==> config.mk <==
export PLATFORM = sky130hd
export DESIGN_NAME = uart_rx
export DESIGN_NICKNAME = d
export VERILOG_FILES = /design/src/rtl/uart_rx.sv
export SDC_FILE = /design/constraint.sdc
export NUM_CORES = 1
export LEC_CHECK = 0
export ABC_AREA = 1
export CORE_ASPECT_RATIO = 0.9
export CORE_MARGIN = 3
export CORE_UTILIZATION = 60
export CTS_CLUSTER_DIAMETER = 40
export DETAILED_ROUTE_END_ITERATION = 10
export PLACE_DENSITY = 0.89
export SYNTH_ARGS = -nofsm -noshare
export SYNTH_HDL_FRONTEND = slang
export SYNTH_SLANG_ARGS = --single-unit
==> constraint.sdc <==
create_clock -name CLK -period 4.2 [get_ports CLK]
set_input_delay 0.84 -clock CLK [delete_from_list [all_inputs] [get_ports CLK]]
set_output_delay 0.84 -clock CLK [all_outputs]
set_load 0.1 [all_outputs]
==> src/rtl/uart_rx.sv <==
// uart_rx: 8N1 serial receiver delivering bytes over valid/ready,
// with one-cycle framing-error and overrun pulses.
module uart_rx #(
    parameter int   BW = 16,
    parameter logic RV = 1'b1
) (
    input  logic          CLK,
    input  logic          RST,
    input  logic          DIN,
    input  logic [BW-1:0] BAUDDIV,
    output logic [7:0]    DOUT,
    output logic          DVALID,
    input  logic          DREADY,
    output logic          FERR,
    output logic          OVR,
    output logic          BUSY
);

    typedef enum logic [2:0] {
        IDLE,
        START,
        DATA,
        STOP,
        BRK
    } state_t;

    state_t        state;
    state_t        state_n;
    logic [BW-1:0] cnt;
    logic [BW-1:0] ndiv;
    logic [BW-1:0] half;
    logic [BW-1:0] ndiv_in;
    logic [2:0]    bidx;
    logic [7:0]    shreg;
    logic          latch;
    logic          shift;
    logic          deliver;
    logic          frame_err;
    logic          cnt_clr;

    // Very short divisors leave no room for a mid-bit sample.
    assign ndiv_in = (BAUDDIV < BW'(3)) ? BW'(3) : BAUDDIV;
    assign half    = ndiv >> 1;
    assign BUSY    = (state != IDLE);

    always_comb begin
        state_n   = state;
        latch     = 1'b0;
        shift     = 1'b0;
        deliver   = 1'b0;
        frame_err = 1'b0;
        cnt_clr   = 1'b0;
        unique case (state)
            IDLE: begin
                if (DIN == ~RV) begin
                    state_n = START;
                    latch   = 1'b1;
                end
            end
            START: begin
                if (cnt == half)
                    state_n = (DIN == ~RV) ? DATA : IDLE;
            end
            DATA: begin
                if (cnt == ndiv) begin
                    shift = 1'b1;
                    if (bidx == 3'd7)
                        state_n = STOP;
                end
            end
            STOP: begin
                if (cnt == ndiv) begin
                    if (DIN == RV) begin
                        deliver = 1'b1;
                        state_n = IDLE;
                    end else begin
                        frame_err = 1'b1;
                        state_n   = BRK;
                    end
                end
            end
            BRK: begin
                if (DIN == RV)
                    state_n = IDLE;
            end
            default: state_n = IDLE;
        endcase
        cnt_clr = shift || (state_n != state) || (state == IDLE);
    end

    always_ff @(posedge CLK) begin
        if (RST)
            state <= IDLE;
        else
            state <= state_n;
    end

    always_ff @(posedge CLK) begin
        if (RST) begin
            cnt    <= '0;
            ndiv   <= '0;
            bidx   <= '0;
            shreg  <= '0;
            DOUT   <= '0;
            DVALID <= 1'b0;
            FERR   <= 1'b0;
            OVR    <= 1'b0;
        end else begin
            cnt  <= cnt_clr ? '0 : cnt + BW'(1);
            FERR <= frame_err;
            OVR  <= 1'b0;
            if (latch)
                ndiv <= ndiv_in;
            if (state == START)
                bidx <= '0;
            if (shift) begin
                shreg <= {DIN, shreg[7:1]};
                bidx  <= bidx + 3'd1;
            end
            if (DVALID && DREADY)
                DVALID <= 1'b0;
            // A byte accepted in this same cycle frees the slot.
            if (deliver) begin
                if (!DVALID || DREADY) begin
                    DOUT   <= shreg;
                    DVALID <= 1'b1;
                end else begin
                    OVR <= 1'b1;
                end
            end
        end
    end

endmodule

== Yosys cells after proc, flatten, opt, wreduce, memory -nomap -nowiden ==
Cells that the tools add are included.
Storage, ports and cells
  register bits: 57
  input bits: 20
  output and inout bits: 12
  word-level logic and storage cells: 58
Cells by class
  add/sub/neg operators: 2
  $lt $le $gt $ge: 1
  eq/ne operators: 8
  multiplexer cells: 23
  bitwise operators: 3
  reduce and logical (&&, ||, !) cells: 12
Operator list (number)
  3-bit 2-to-1 mux: 9
  16-bit by 1-bit adder with 16-bit output, second input constant: 1
  16-bit by 15-bit equality test with 1-bit output: 1
  16-bit equality test: 1
  16-bit by 2-bit < comparator with 1-bit output, second input constant: 1
  16-bit 2-to-1 mux: 1
  3-bit case mux with 5 select lines: 1
  1-bit 2-to-1 mux: 11
  3-bit by 2-bit equality test with 1-bit output, second input constant: 2
  3-bit equality test, second input constant: 2
  2-bit OR reduction: 2
  3-bit by 1-bit adder with 3-bit output, second input constant: 1
  3-bit by 1-bit equality test with 1-bit output, second input constant: 1
  3-bit zero test: 1
  1-bit logical OR: 3
  3-bit != test: 1
  1-bit NOT: 3
  3-bit nonzero test: 1
  3-bit OR reduction: 1
  2-bit 2-to-1 mux: 1
  2-bit AND reduction: 1
  2-bit nonzero test: 1
  1-bit logical AND: 1
  1-bit zero test: 1

== Longest topological paths before layout ==
Gate-level depths: netlist of run 1.
  word-level depth: 8
  depth in mapped cells: 15
  gate-level depth less buffers: 13

== Worst setup path after synthesis of run 1 ==
No wires, ideal clock.
  path kind: flip-flop to flip-flop
  start point: register state[2]
  end point: register ndiv[10]
  library setup time: 86 ps
  arrival: 1965 ps
  data required time: 4114 ps
  path slack: 2149 ps
  cell stages (with the launch flop): 9
  path buffers: 2
  period minus slack after synthesis: 2051 ps
  path through: dfxtp_1 -> clkbuf_1 -> nor2_1 -> inv_1 -> nor2_1 -> inv_1 -> clkbuf_1 -> nor2_1 -> a211oi_1
Between the ends
  cells in the longest elaborated chain, start to end: 2
RTL lines
  start, declared: RTL line 27  | state_t state;
  start signal, assigned: RTL line 95  | state <= state_n;
  3-bit zero test: RTL line 53  | unique case (state)
  1-bit 2-to-1 mux: RTL line 53
  end signal, assigned: RTL line 113  | ndiv <= ndiv_in;
  end, declared: RTL line 30  | logic [BW-1:0] ndiv;
Every way passes these cells.
A chain may end at the register's enable or synchronous reset.

== Final worst setup path of run 1 ==
  start point: register state[2]
  end point: output port BUSY
Between the ends
  cells in the longest elaborated chain, start to end: 1
RTL lines
  3-bit nonzero test: RTL line 44  | assign BUSY = (state != IDLE);
  end, declared: RTL line 16  | output logic BUSY
Every way passes these cells.

==> summary.txt, run 1 <==
Synthesis
  – Post-synth cell types: 33
  – Mapped Cells: 403
  – Sequential fraction of the synthesis area: 39.6%
  – Yosys warns: 0
  – Synth Net Count: 426
  – Syn_area_per_cell: 7.15 µm²
  – Mapped Area: 2880 µm²
  – #FFs+latches synth: 57

GRT
  – First-pass GRT wire length: 11.5 mm
  – Vias in the first global route: ~2500
  – Total Routing Usage GR: 25.8%
  – Initial antenna violation count: 0
  – Final global-route overflow total: 0
  – Largest net degree at the start of global routing: 31

Floorplanning
  – Die Ht: 71.8 µm
  – Core box area: about 4500 µm²
  – Die X: around 80 µm
  – Cell Rows: 23
  – Num ports: 32
  – Starting Density: 63.4%
  – Die area: 5670 µm²

Clock network
  – Clock sinks: 57
  – CTS tree: done
  – Clock Latency Late Sink: 0.33 ns
  – Post-CTS sizing: 0
  – Post-CTS Setup Bufs: 0
  – Clock Path Buffers: 2
  – CTS buffer count: 9
  – Worst-path clk slew: around 0.07 ns
  – H-tree Lvls: 3
  – Hold-fix buffers, CTS: 0
  – Clk root buf: clkbuf_8

Power and ir drop
  – Worst vdd ir: about 0.33 mV
  – Power per cell area: 404 nW/µm²
  – Switching share of total power: between 20% and 30%
  – Comb power frac: 10.4%
  – Sw Pwr: 329 µW
  – Clock Power Share: between 40 and 50%
  – Leak: 0.00143 µW
  – Reg power frac: 41.0%
  – Total power: 1400 µW
  – Pint: around 1100 µW

STA
  – Final hold slack: 0.474 ns
  – Worst Clk Skew: 0.00689 ns
  – Slew HR: 35.2%
  – Max Slew Vio Count: 0
  – Final worst slack: approximately 1.2 ns
  – Worst Tran Pin Value: 0.969 ns
  – RSZ-0062 raised after global routing: false
  – FMAX: 335 MHz
  – Final worst path period share: 71.0%
  – Fin crit period: 2.98 ns
  – Setup violators final: 0
  – Final Hold Fails: 0
  – Fin Setup TNS: 0 ns

Worst setup path
  – Critical path arrival: 2.14 ns
  – Critical-path cell list: nor2_1 > inv_1 > clkdlybuf4s50_1
  – CP Data Required Time: ~3.4 ns
  – CP endpoint kind: output pin
  – Cell with the largest stage delay on the worst path: clkdlybuf4s50_1
  – Worst r2r src: cnt[11]$_SDFF_PP0_
  – Slowest stage delay, CP: 1.13 ns
  – Element type at the critical path start: register
  – WS Path Type: register to output pin
  – CP max FO: 8
  – CP Launch Point: state[2]$_SDFF_PP0_

Detailed routing
  – Vias: roughly 2600
  – DRT Pass-1 Iters: 5
  – DR WL/cell: 13.7 µm
  – DRC: 0
  – Routed Antenna Nets: 0
  – Drt initial violations: 188
  – Vias/cell: 5.26
  – Total Wirelength: slightly below 7 mm

Placed design
  – Post-DP HPWL: 4.78 mm
  – Number of I/O port buffers: 31
  – Worst slack, placed: 1.27 ns
  – Routability cong.: about 0.85

Finish
  – Area Growth Syn to Fin: 19.8%
  – Fin nets: 452
  – Antenna diodes: 0
  – Fillers: 343
  – Layout cell share with drive strength beyond 1: 10.6%

Worst hold path
  – Hold Crit Class: register to register
  – HP Start: shreg[5]$_SDFFE_PP0P_

Job
  – Max_cap viols: 0

Run status
  – Status: complete, no violations
[power by group through the flow]
stage	combinational [µW]	sequential, µW	clock, µW
finish	146	572	678
global route	162	574	711
CTS	145	572	691
detailed placement	142	583	0
global placement	137	583	0
floorplan	100	580	0
[routing by layer]
| layer | share of wire, % | GRT usage [%] |
|---|---|---|
| met2 | 48 | 43.5 |
| met5 | 0 | 0 |
| met3 | 5.7 | 7.66 |
| met1 | 44 | 31.4 |
| met4 | 2.0 | 9.16 |
[metrics by stage]
stage	utilization [%]	area (µm²)	std cells
3_5_place_dp	70.1	3190	480
5_1_grt	75.9	3450	496
4_1_cts	75.9	3450	496
3_3_place_gp	70.1	3190	480
2_1_floorplan	-	2880	403
6_report	75.9	3450	496
[sequential cells by signal, summed over array words and instances (netlist names)]
register / count
cnt: 16
ndiv: 16
DOUT: 8
shreg: 8
bidx: 3
state: 3
DVALID: 1
FERR: 1
OVR: 1
[final timing paths]
check,end,slack [ns],cells past startpoint
max,BUSY,1.22,3
max reg2reg,cnt[14]$_SDFF_PP0_,1.97,13
min,DOUT[5]$_SDFFE_PP0P_,0.47,2
min reg2reg,DOUT[5]$_SDFFE_PP0P_,0.47,2
[cells by family after synthesis]
logic type | after synthesis | share of synthesized area, %
flops | 57 | 39.6
simple gates | 176 | 27.6
fa+ha+maj | 3 | 1.30
buf+inv | 80 | 11.2
xor+xnor | 26 | 7.90
compound gates | 61 | 12.4
[placed cells by master, fill, tap and decap left out, drive strengths merged, types with 3 or more instances in the layout]
| cell | n |
|---|---|
| inv | 64 |
| ha | 3 |
| dfxtp | 57 |
| nand2 | 82 |
| clkinv | 3 |
| clkbuf | 9 |
| a21oi | 24 |
| clkdlybuf4s50 | 31 |
| bufinv | 4 |
| xnor2 | 3 |
| nand4 | 3 |
| o21ai | 20 |
| nand3 | 8 |
| a211oi | 14 |
| nor2 | 65 |
| nor4 | 4 |
| nor3 | 13 |
| xor2 | 23 |
[synthesized netlist by cell type]
library cell  count  area share, %
nand2_4           1           0.39
o31ai_1           1           0.26
nor3_1           11            1.9
clkbuf_2          2           0.35
o21ai_1           3           0.52
buf_2             2           0.35
nand2_1          79             10
nor2_1           51            6.6
nand3_1           7            1.2
nand2_2           2           0.43
nand4_1           3           0.65
inv_1            57            7.4
inv_2             7           0.91
ha_1              3            1.3
a211oi_1         14            3.6
o211ai_1          1           0.26
a21oi_2           3           0.91
nor3_2            2           0.69
a31oi_1           1           0.22
nand3b_1          1           0.26
xnor2_1           3           0.91
dfxtp_1          57             40
nor2_4            2           0.78
clkbuf_1          9            1.2
o21ai_0          17            3.0
nor2_2           11            2.4
nor2_8            1           0.69
nor4_1            4           0.87
buf_4             1           0.26
buf_6             2           0.78
a21oi_1          21            3.6
xor2_1           23            7.0
nand3_2           1           0.35
[worst max-delay path, delay by kind of cell (launching register included)]
| family | cells | cell delay [ns] |
|---|---|---|
| and+or+nand+nor | 1 | 0.11 |
| buffers and inverters | 2 | 1.22 |
| DFF | 1 | 0.48 |
[cell type report]
| class | count | area, µm² | area share, % |
|---|---|---|---|
| Clock buffer | 9 | 124 | 3.59 |
| Clock inverter | 7 | 143 | 4.13 |
| Inverter | 64 | 240 | 6.96 |
| Multi-Input combinational cell | 266 | 1420 | 41.1 |
| Sequential cell | 57 | 1140 | 33.0 |
| Tap cell | 62 | 77.6 | 2.25 |
| Timing Repair Buffer | 31 | 310 | 8.99 |
No activity file was read; power rests on OpenSTA's default activity.
==> run 2: changes to the inputs <==
--- a/config.mk
+++ b/config.mk
@@ -8,10 +8,10 @@
 export ABC_AREA = 1
 export CORE_ASPECT_RATIO = 0.9
 export CORE_MARGIN = 3
-export CORE_UTILIZATION = 60
+export CORE_UTILIZATION = 50
 export CTS_CLUSTER_DIAMETER = 40
 export DETAILED_ROUTE_END_ITERATION = 10
-export PLACE_DENSITY = 0.89
+export PLACE_DENSITY = 0.8
 export SYNTH_ARGS = -nofsm -noshare
 export SYNTH_HDL_FRONTEND = slang
 export SYNTH_SLANG_ARGS = --single-unit
==> constraint.sdc (replaced) <==
create_clock -name CLK -period 2.6 [get_ports CLK]
set_input_delay 0.52 -clock CLK [delete_from_list [all_inputs] [get_ports CLK]]
set_output_delay 0.52 -clock CLK [all_outputs]
set_load 0.1 [all_outputs]
==> summary.txt, run 2 (synthesis results as in run 1) <==
STA
  – Setup violators final: 0 (unchanged)
  – Slew HR: 69.0% (+34 points)
  – Final Hold Fails: 0 (unchanged)
  – RSZ-0062 raised after global routing: false
  – FMAX: 494 MHz
  – Fin Setup TNS: 0 ns (unchanged)
  – Max Slew Vio Count: 0 (unchanged)
  – Fin crit period: 2.02 ns
  – Worst Tran Pin Value: 0.463 ns (-0.506 ns)
  – Final worst path period share: 77.8%
  – Worst Clk Skew: 0.00860 ns (+0.00170 ns)

Clock network
  – Clock sinks: 57 (unchanged)
  – Post-CTS sizing: 0 (unchanged)
  – CTS buffer count: 9 (unchanged)
  – Clock Latency Late Sink: 0.34 ns (about the same)
  – Worst-path clk slew: 0.06 ns (about the same)
  – Clk root buf: clkbuf_8
  – Hold-fix buffers, CTS: 0 (unchanged)
  – Clock Path Buffers: 2 (unchanged)
  – Post-CTS Setup Bufs: 0 (unchanged)
  – H-tree Lvls: 3 (unchanged)
  – CTS tree: done

Job
  – Max_cap viols: 0 (unchanged)

Worst setup path
  – Cell with the largest stage delay on the worst path: dfxtp_1
  – Critical-path cell list: ha_1 > nand3_1 > nor2_1 > nand3_1 > nor3_2 > nand3_1 > nor2_1 > xor2_1 > inv_1 > nor2_1
  – WS Path Type: register to register
  – Worst r2r src: cnt[0]$_SDFF_PP0_
  – CP top delay family: simple AND/OR/NAND/NOR gates
  – Critical path arrival: 2.29 ns (+0.15 ns)
  – Reg2reg setup slack: 0.58 ns (-1.39 ns)
  – CP Data Required Time: 2.87 ns (-0.49 ns)
  – CP endpoint kind: register
  – CP max FO: 5 (-3)
  – Critical path buffers and inverters: 1 (-1)
  – Slowest stage delay, CP: 0.45 ns (-0.68 ns)
  – Element type at the critical path start: register
  – RR Endpoint: cnt[14]$_SDFF_PP0_
  – R2r worst-path depth: 10 (-3)

Floorplanning
  – Die Ht: 78.0 µm (+8.7%)
  – Starting Density: 53.3% (-10 points)
  – Num ports: 32 (unchanged)
  – Die area: 6710 µm² (+18%)
  – Core box area: 5410 µm² (+19%)
  – Die X: 86.0 µm (+8.8%)
  – Cell Rows: 25 (+8.7%)

Finish
  – Layout cell share with drive strength beyond 1: 13.7% (+3.1 points)
  – Fin nets: 456 (+0.88%)
  – Fillers: 501 (+46%)
  – Largest regs: cnt x16, ndiv x16
  – Antenna diodes: 0 (unchanged)
  – Final cell utilization of the core: 62.4% (-14 points)
  – Most frequent cells in the layout: 79 x nand2_1, 57 x dfxtp_1, 57 x inv_1, 51 x nor2_1, 23 x xor2_1
  – Register area: 1140 µm² (unchanged)
  – Area of the multi-input gates: 1420 µm² (unchanged)
  – Area Growth Syn to Fin: 17.1%
  – Most common cell after layout, fill and taps aside: nand2_1
  – Fin area: 3370 µm² (-2.3%)

Worst hold path
  – HP Start: bidx[0]$_SDFFE_PP0P_
  – Hold Crit Class: register to register
  – Hold Path End: bidx[0]$_SDFFE_PP0P_
  – Hold-critical path depth: 1 (-1)

GRT
  – Initial antenna violation count: 0 (unchanged)
  – Final global-route overflow total: 0 (unchanged)
  – First-pass GRT wire length: 10.8 mm (-5.8%)
  – Largest net degree at the start of global routing: 31 (unchanged)
  – Vias in the first global route: 2486 (+0.081%)
  – Total Routing Usage GR: 20.5% (-5.3 points)

Detailed routing
  – DRC: 0 (unchanged)
  – Vias: 2500 (-4.1%)
  – Vias/cell: 4.96 (-5.6%)
  – Drt initial violations: 81 (-57%)
  – DRT Pass-1 Iters: 4 (-1)
  – Total Wirelength: 6.12 mm (-9.8%)
  – DR WL/cell: 12.1 µm (-11%)
  – Routed Antenna Nets: 0 (unchanged)

Power and ir drop
  – Leak: 0.00143 µW (about the same)
  – Power per cell area: 566 nW/µm² (+40%)
  – Total power: 1910 µW (+37%)
  – Worst vdd ir: 0.313 mV (-5.1%)

Placed design
  – Placed cell area: 3190 µm² (+0.20%)
  – Post-DP HPWL: 4.64 mm (-3.0%)
  – Routability cong.: 0.829 (-2.2%)
  – Number of I/O port buffers: 31 (unchanged)

Run status
  – Status: complete, no violations
==> run 2: cell count changes in the layout (fill, tap and decap cells not counted), sizes merged <==
cell and delta:
clkinvlp +1, bufinv -4, clkdlybuf4s50 -12, clkbuf +4, clkinv -2, buf +16
==> run 2: metal layers <==
layer	global-route usage, %	routed length [µm]	vias to the layer above
met4	8.23	124	0
met5	0	0	-
li1	-	-	1328
met2	34.1	2940	32
met3	6.93	270	10
met1	24.1	2780	1130
==> run 2: worst max path at each step <==
stage	start	end	slack (ns)	cells after the start
floorplan	state[2]$_SDFF_PP0_	ndiv[10]$_SDFFE_PP0P_	0.55	8
global placement	DIN	cnt[13]$_SDFF_PP0_	0.44	10
detailed placement	DIN	cnt[12]$_SDFF_PP0_	0.39	10
CTS	cnt[0]$_SDFF_PP0_	cnt[14]$_SDFF_PP0_	0.57	10
global route	cnt[0]$_SDFF_PP0_	cnt[14]$_SDFF_PP0_	0.36	10
finish	cnt[0]$_SDFF_PP0_	cnt[14]$_SDFF_PP0_	0.58	10
==> run 2: final cells by class <==
class / count / share of cell area (%)
clock buffers: 13 / 5.01
clock inverters: 2 / 0.371
inverters: 64 / 7.12
multi-input cells: 266 / 42.0
flip-flops and latches: 57 / 33.8
well taps: 67 / 2.48
repair buffers: 35 / 9.20
==> run 2: per-stage QoR <==
| step | std cells | hold WS [ns] | setup slack (ns) |
|---|---|---|---|
| CTS | 504 | 0.462 | 0.574 |
| detailed placement | 489 | 0.449 | 0.388 |
| global placement | 489 | 0.450 | 0.436 |
| finish | 504 | 0.461 | 0.577 |
| floorplan | 403 | 0.429 | 0.549 |
| global route | 504 | 0.498 | 0.363 |
==> run 2: report_power, final <==
part,internal [µW],switching (µW)
combinational,93.2,138
sequential,899,24.7
clock,417,337
total,1410,501
